### config.mk
export PLATFORM = sky130hd
export DESIGN_NAME = vga_sync_gen
export DESIGN_NICKNAME = d
export VERILOG_FILES = /design/src/rtl/vga_sync_gen.sv
export SDC_FILE = /design/constraint.sdc
export NUM_CORES = 1
export LEC_CHECK = 0
export CAP_MARGIN = 20
export CORE_UTILIZATION = 52
export CTS_CLUSTER_SIZE = 40
export DETAILED_ROUTE_END_ITERATION = 16
export GPL_TIMING_DRIVEN = 0
export PLACE_DENSITY_LB_ADDON = 0.15
export SYNTH_ARGS = -nofsm -noshare
export SYNTH_HDL_FRONTEND = slang
export SYNTH_SLANG_ARGS = --single-unit
### constraint.sdc
create_clock -name VGA_clk -period 2.6 [get_ports VGA_clk]
set_clock_uncertainty 0.15 [all_clocks]
set_input_delay 0.78 -clock VGA_clk [delete_from_list [all_inputs] [get_ports VGA_clk]]
set_output_delay 0.78 -clock VGA_clk [all_outputs]
set_load 0.03 [all_outputs]
### src/rtl/vga_sync_gen.sv
// vga_sync_gen: 640x480@60 Hz VGA timing generator clocked by the 25 MHz
// pixel clock. Free-running horizontal/vertical counters are decoded into
// registered sync, blanking, coordinate and frame/animation pulse outputs,
// so every output changes on the same edge with no relative skew.
module vga_sync_gen #(
    parameter int H_ACTIVE = 640,
    parameter int H_FP     = 16,
    parameter int H_SYNC   = 96,
    parameter int H_BP     = 48,
    parameter int V_ACTIVE = 480,
    parameter int V_FP     = 10,
    parameter int V_SYNC   = 2,
    parameter int V_BP     = 33,
    parameter int ANIM_DIV = 2
) (
    input  logic        VGA_clk,
    input  logic        reset,
    output logic        hsync,
    output logic        vsync,
    output logic        video_on,
    output logic [9:0]  pixel_x,
    output logic [9:0]  pixel_y,
    output logic        frame_tick,
    output logic        anim_tick,
    output logic [15:0] frame_count
);

    localparam int H_TOTAL      = H_ACTIVE + H_FP + H_SYNC + H_BP;
    localparam int V_TOTAL      = V_ACTIVE + V_FP + V_SYNC + V_BP;
    localparam int H_SYNC_START = H_ACTIVE + H_FP;
    localparam int H_SYNC_END   = H_ACTIVE + H_FP + H_SYNC - 1;
    localparam int V_SYNC_START = V_ACTIVE + V_FP;
    localparam int V_SYNC_END   = V_ACTIVE + V_FP + V_SYNC - 1;
    localparam int ANIM_W       = (ANIM_DIV > 1) ? $clog2(ANIM_DIV) : 1;

    logic [9:0]        h_cnt;
    logic [9:0]        v_cnt;
    logic [ANIM_W-1:0] anim_cnt;

    // Counters are widened to 32 bits so every comparison against the
    // integer timing constants happens at full width without truncation.
    logic [31:0] h_wide;
    logic [31:0] v_wide;
    logic [31:0] anim_wide;

    assign h_wide    = 32'(h_cnt);
    assign v_wide    = 32'(v_cnt);
    assign anim_wide = 32'(anim_cnt);

    logic h_last;
    logic v_last;
    logic hsync_d;
    logic vsync_d;
    logic video_on_d;
    logic frame_start;
    logic anim_last;

    // Decode of the current (pre-increment) counter position.
    always_comb begin
        h_last      = 1'b0;
        v_last      = 1'b0;
        hsync_d     = 1'b1;
        vsync_d     = 1'b1;
        video_on_d  = 1'b0;
        frame_start = 1'b0;
        anim_last   = 1'b0;

        h_last      = (h_wide == H_TOTAL - 1);
        v_last      = (v_wide == V_TOTAL - 1);
        hsync_d     = !((h_wide >= H_SYNC_START) && (h_wide <= H_SYNC_END));
        vsync_d     = !((v_wide >= V_SYNC_START) && (v_wide <= V_SYNC_END));
        video_on_d  = (h_wide < H_ACTIVE) && (v_wide < V_ACTIVE);
        frame_start = (h_cnt == 10'd0) && (v_cnt == 10'd0);
        anim_last   = (anim_wide == ANIM_DIV - 1);
    end

    // Pixel and line counters; the line counter only moves when the pixel
    // counter wraps, and both wrap together at the last pixel of the frame.
    always_ff @(posedge VGA_clk or posedge reset) begin
        if (reset) begin
            h_cnt <= 10'd0;
            v_cnt <= 10'd0;
        end else if (h_last) begin
            h_cnt <= 10'd0;
            if (v_last) begin
                v_cnt <= 10'd0;
            end else begin
                v_cnt <= v_cnt + 10'd1;
            end
        end else begin
            h_cnt <= h_cnt + 10'd1;
        end
    end

    // Frame divider for the animation tick; advances once per frame start.
    always_ff @(posedge VGA_clk or posedge reset) begin
        if (reset) begin
            anim_cnt <= '0;
        end else if (frame_start) begin
            if (anim_last) begin
                anim_cnt <= '0;
            end else begin
                anim_cnt <= anim_cnt + ANIM_W'(1);
            end
        end
    end

    // Output registers load the decode, lagging the counters by one cycle.
    always_ff @(posedge VGA_clk or posedge reset) begin
        if (reset) begin
            hsync       <= 1'b1;
            vsync       <= 1'b1;
            video_on    <= 1'b0;
            pixel_x     <= 10'd0;
            pixel_y     <= 10'd0;
            frame_tick  <= 1'b0;
            anim_tick   <= 1'b0;
            frame_count <= 16'd0;
        end else begin
            hsync      <= hsync_d;
            vsync      <= vsync_d;
            video_on   <= video_on_d;
            pixel_x    <= h_cnt;
            pixel_y    <= v_cnt;
            frame_tick <= frame_start;
            anim_tick  <= frame_start && anim_last;
            if (frame_start) begin
                frame_count <= frame_count + 16'd1;
            end
        end
    end

endmodule

Word-level counts from Yosys, hierarchy flattened
Index checks and enable logic that the tools add are counted.
Storage, ports and cells
  bits in registers: 62
  input bits: 2
  output and inout bits: 41
Cells by class
  $add $sub $neg: 4
  $lt $le $gt $ge: 6
  equality and inequality tests: 2
  muxes and demuxes: 3
  reduce and logical (&&, ||, !) cells: 9
Operators by type and width (count)
  $add A10 B1 Y10 const B: 2
  $eq A10 B10 Y1 const B: 2
  $logic_not A10 Y1: 2
  $mux W10: 2
  $add A16 B1 Y16 const B: 1
  $ge A10 B10 Y1 const B: 1
  $ge A10 B9 Y1 const B: 1
  $le A10 B10 Y1 const B: 1
  $le A10 B9 Y1 const B: 1
  $lt A10 B10 Y1 const B: 1
  $lt A10 B9 Y1 const B: 1
  $logic_and A1 B1 Y1: 5
  $logic_not A1 Y1: 2
  $add A1 B1 Y1 const B: 1
  $mux W1: 1

Depth between registers and ports, before layout
Gate-level depths: netlist (run 1).
  depth after elaboration: 3
  depth in mapped cells: 7
  depth with buffers taken out: 6

Worst setup path after synthesis (run 1)
Ideal clock, no wire load.
  path type: register to register
  start: register v_cnt[0]
  end: register frame_count[1]
  library setup time: 0.125 ns
  arrival time: 1.715 ns
  required time: 2.325 ns
  slack: 0.610 ns
  stages on the path, launching flop included: 7
  buffers on the path: 0
  period minus slack after synthesis: 1.990 ns
  path through: dfrtp_1 inv_1 ha_1 nor4b_2 nand3_1 nor2_1 mux2_2
On the way
  cells in the longest elaborated chain, start to end: 2
Ends and longest elaborated chain
  start, declared: line 37  | logic [9:0] v_cnt;
  start signal, assigned: line 88  | v_cnt <= v_cnt + 10'd1;
  $logic_not A10 Y1: line 73  | frame_start = (h_cnt == 10'd0) && (v_cnt == 10'd0);
  $logic_and A1 B1 Y1: line 73
  end signal, assigned: line 128  | frame_count <= frame_count + 16'd1;
  end, declared: line 25  | output logic [15:0] frame_count
Every way passes these cells.
A chain may end at the register's enable or synchronous reset.

Worst setup path after layout (run 1)
  start: register vsync
  end: output vsync
RTL lines
  start, declared: line 19  | output logic vsync,
  start signal, assigned: line 121  | vsync <= vsync_d;
No word-level cell between the ends.

==> flow_summary_export.csv, run 1 <==
group,metric,value,unit
sta,fmax,411,MHz
clock_tree,cts_tree,"built",
worst_hold_path,min_path_type,"reg2reg",
pwr,p_comb_share,1.3,%
critical_path,crit_type,"reg2out",
critical_path,cp_slowest_stage_delay,0.66,ns
critical_path,r2r_end,"frame_count[7]$_DFFE_PP0P_",
clock_tree,cts_buffers,9,
drt,routed_wl,4870,µm
sta,whs,0.215,ns
drt,ant_nets,0,
floorplanning,io_pins,43,
clock_tree,cts.sinks,62,
clock_tree,postCtsHoldBufs,0,
sta,min_period_over_period,93.6,%
synthesis,yosysWarnings,0,
pwr,swShare,20.2,%
critical_path,worstPathCellList,"clkdlybuf4s50_1",
critical_path,path_delay_family,"buffers and inverters",
floorplanning,row_count,25,
finish,nets,286,
grt,grt_pass1_wl,8180,µm
finish,mostFrequentLayoutCells,"dfrtp_1 (60), clkdlybuf4s50_1 (42), nand3_1 (19)",
worst_hold_path,hold-path-cell-count,0,
clock_tree,htreeDepth,3,
sta,rsz0062_at_grt,"false",
pwr,p_leak,1.50,nW
pwr,p_int,1.46,mW
worst_hold_path,whs_endpoint,"pixel_x[2]$_DFF_PP0_",
pwr,p_sw,0.370,mW
placement,dp_hpwl,3330,µm
critical_path,arrival,1.50,ns
pwr,vdd_drop_max,0.366,mV
synthesis,synth_fp_nets,232,
synthesis,netlist_area,2600,µm²
sta,max_slew_margin,67.6,%
clock_tree,cts_setup_buffers,0,
floorplanning,initial_core_util,54.4,%
clock_tree,post_cts_resized,0,
grt,grtUsageTotal,21.2,%
floorplanning,die_y,72.8,µm
drt,vias,1851,
pwr,powerDensity,551,nW/µm²
grt,overflow,0,
worst_hold_path,worstHoldStart,"h_cnt[2]$_DFF_PP0_",
run_status,outcome,"complete, no violations",
synthesis,yosysSeqAreaShare,59.7,%
synthesis,syn-instance-count,224,
drt,first_pass_iters,4,
floorplanning,core,4790,µm²
sta,setup_viol,0,
critical_path,rrSetupSlack,0.33,ns
sta,finalHoldViolCount,0,
finish,diodes,0,
grt,first_global_vias,1718,
drt,via_per_inst,5.29,
critical_path,critical_path_buf_inv_count,1,
synthesis,synth_cell_type_count,39,
sta,drv_slew,0,
pwr,p_seq_share,52.6,%
synthesis,synth_area_leaders,"dfrtp_1 (58%), xor2_1 (6.1%), nand3_1 (3.7%)",
synthesis,synth-seq-cells,62,
finish,drive_gt1_share,12.0,%
sta,tightest_slew,0.485,ns
synthesis,avgSynthCellArea,11.6,µm²
clock_tree,clockBufferDepth,2,
pwr,pwr-share-clk,46.1,%
floorplanning,die_width,72.8,µm
finish,syn_to_final_growth,27.9,%
sta,period_needed,2.43,ns
job,max_cap_viol_count,0,
clock_tree,cts_root_buf,"clkbuf_8",
critical_path,critPathRequiredTime,1.67,ns
drt,wire_per_inst,13.9,µm
finish,final_common_cell,"dfrtp_1",
drt,drcViolationCount,0,
finish,fin_util,69.6,%
clock_tree,clk_latency,0.33,ns
critical_path,cp-end-kind,"primary output",
finish,fillCellCount,373,
critical_path,reg2reg_depth,7,
critical_path,cpMaxStageDelayCell,"clkdlybuf4s50_1",
placement,io_buffers,42,
grt,grt_start_max_net_pins,41,
drt,dr.first_iter.drc_count,158,
grt,antenna_found_initial,0,
critical_path,cp_max_fo,1,
placement,place_congestion,0.839,
synthesis,synth_top_area_share,57.7,%
floorplanning,die-area,5290,µm²
clock_tree,path_clk_slew,0.07,ns
synthesis,synth_top_cell_by_area,"dfrtp_1",
critical_path,start_kind,"register",
critical_path,reg2reg_from,"v_cnt[0]$_DFFE_PP0N_",
## cells by family after synthesis
logic type / count (synthesis) / share of synthesized area [%]
buf+inv: 20 / 3.75
flops: 62 / 59.7
compound gates: 17 / 4.18
simple gates: 91 / 19.9
mux: 2 / 0.817
xor+xnor: 26 / 8.75
fa+ha+maj: 6 / 2.88
## area by class of cell
cell class	instances	area, µm²	share of cell area (%)
flip-flops and latches	62	1550	46.7
repair buffers	43	440	13.2
well taps	67	83.8	2.52
multi-input cells	142	952	28.6
clock inverters	3	42.5	1.28
inverters	9	33.8	1.01
plain buffers	11	63.8	1.92
clock buffers	13	159	4.77
## Yosys cell counts
master and n:
nor4b_1 1, inv_1 9, nor4b_2 2, nor2_2 1, nor4_2 1, o31ai_1 2
dfrtp_1 60, or2_2 1, nand3_1 19, nor2_1 12, nor2b_1 1, clkbuf_2 2
a21boi_0 1, o221ai_1 1, and3_1 7, mux2i_1 1, nand2_1 10, xnor2_1 8
nor4_1 4, and3b_1 1, nand4_1 10, a31oi_1 1, buf_6 2, xor2_1 18
mux2_2 1, a21oi_1 1, dfstp_2 2, and4_1 2, or3_4 1, nor3b_1 1
ha_1 6, nor3_1 13, buf_2 4, or4_4 1, clkbuf_1 3, o21ai_0 8
and2_1 3, a22o_1 2, o2111ai_1 1
## through the flow
stage          cell area (µm²)  std cells  total power, mW  setup slack (ns)  setup TNS, ns
4_1_cts                   3330        350             1.85             0.154              0
3_3_place_gp              3110        333             1.00            -0.893         -54.06
6_report                  3330        350             1.83             0.166              0
2_1_floorplan             2600        224            0.997             0.132              0
5_1_grt                   3330        350             1.90             0.125              0
3_5_place_dp              3130        334             1.01             0.338              0
## registers in the layout, indices dropped and copies added, names as in the netlist
register	flops
v_cnt	10
anim_tick	1
h_cnt	10
pixel_x	10
frame_count	16
pixel_y	10
vsync	1
hsync	1
frame_tick	1
anim_cnt	1
video_on	1
## worst reg2reg max path, cell delays in order (launching register included)
cell	delay, ns
dfrtp_1	0.42
inv_1	0.12
ha_1	0.15
nor4b_2	0.37
nand3_1	0.27
buf_2	0.26
nor3b_1	0.26
xor2_1	0.18
## worst max-delay path by stage
stage	start	to	slack [ns]	cells past startpoint
4_1_cts	vsync$_DFF_PP1_	vsync	0.15	1
3_5_place_dp	v_cnt[1]$_DFFE_PP0N_	frame_count[1]$_DFFE_PP0P_	0.34	6
5_1_grt	v_cnt[0]$_DFFE_PP0N_	frame_count[7]$_DFFE_PP0P_	0.12	7
6_report	vsync$_DFF_PP1_	vsync	0.17	1
2_1_floorplan	reset	anim_cnt$_DFFE_PP0P_	0.13	1
3_3_place_gp	reset	pixel_y[8]$_DFF_PP0_	-0.89	2
## routing by layer
layer,GRT usage [%],part of all wire (%),wire (µm),vias to the layer above
met5,0,0,0,-
li1,-,-,-,890
met4,8.50,1.4,68,0
met1,29.3,48,2320,917
met2,31.8,47,2270,38
met3,6.22,4.2,206,6
## power by group through the flow
| stage | combinational, mW | clock, mW | sequential (mW) |
|---|---|---|---|
| after floorplan | 0.0140 | 0 | 0.983 |
| after global placement | 0.0203 | 0 | 0.983 |
| after detailed placement | 0.0245 | 0 | 0.983 |
| after CTS | 0.0245 | 0.857 | 0.965 |
| after global routing | 0.0275 | 0.905 | 0.964 |
| final | 0.0230 | 0.846 | 0.965 |
Note: power is estimated with default switching activity, not from simulation.
==> run 2, diff against run 1 <==
- clock period: 2.6 -> 2.7 ns (I/O delays scaled with it)
==> results of run 2 <==
Same layout as run 1 (identical final DEF). Status: complete, no violations.
Main changes from that run: setup slack after placement 0.338 ns -> 0.438 ns; setup slack after layout 0.166 ns -> 0.236 ns; register-to-register setup slack 0.33 ns -> 0.43 ns; total power 1.83 mW -> 1.77 mW; worst IR drop on VDD 0.366 mV -> 0.353 mV
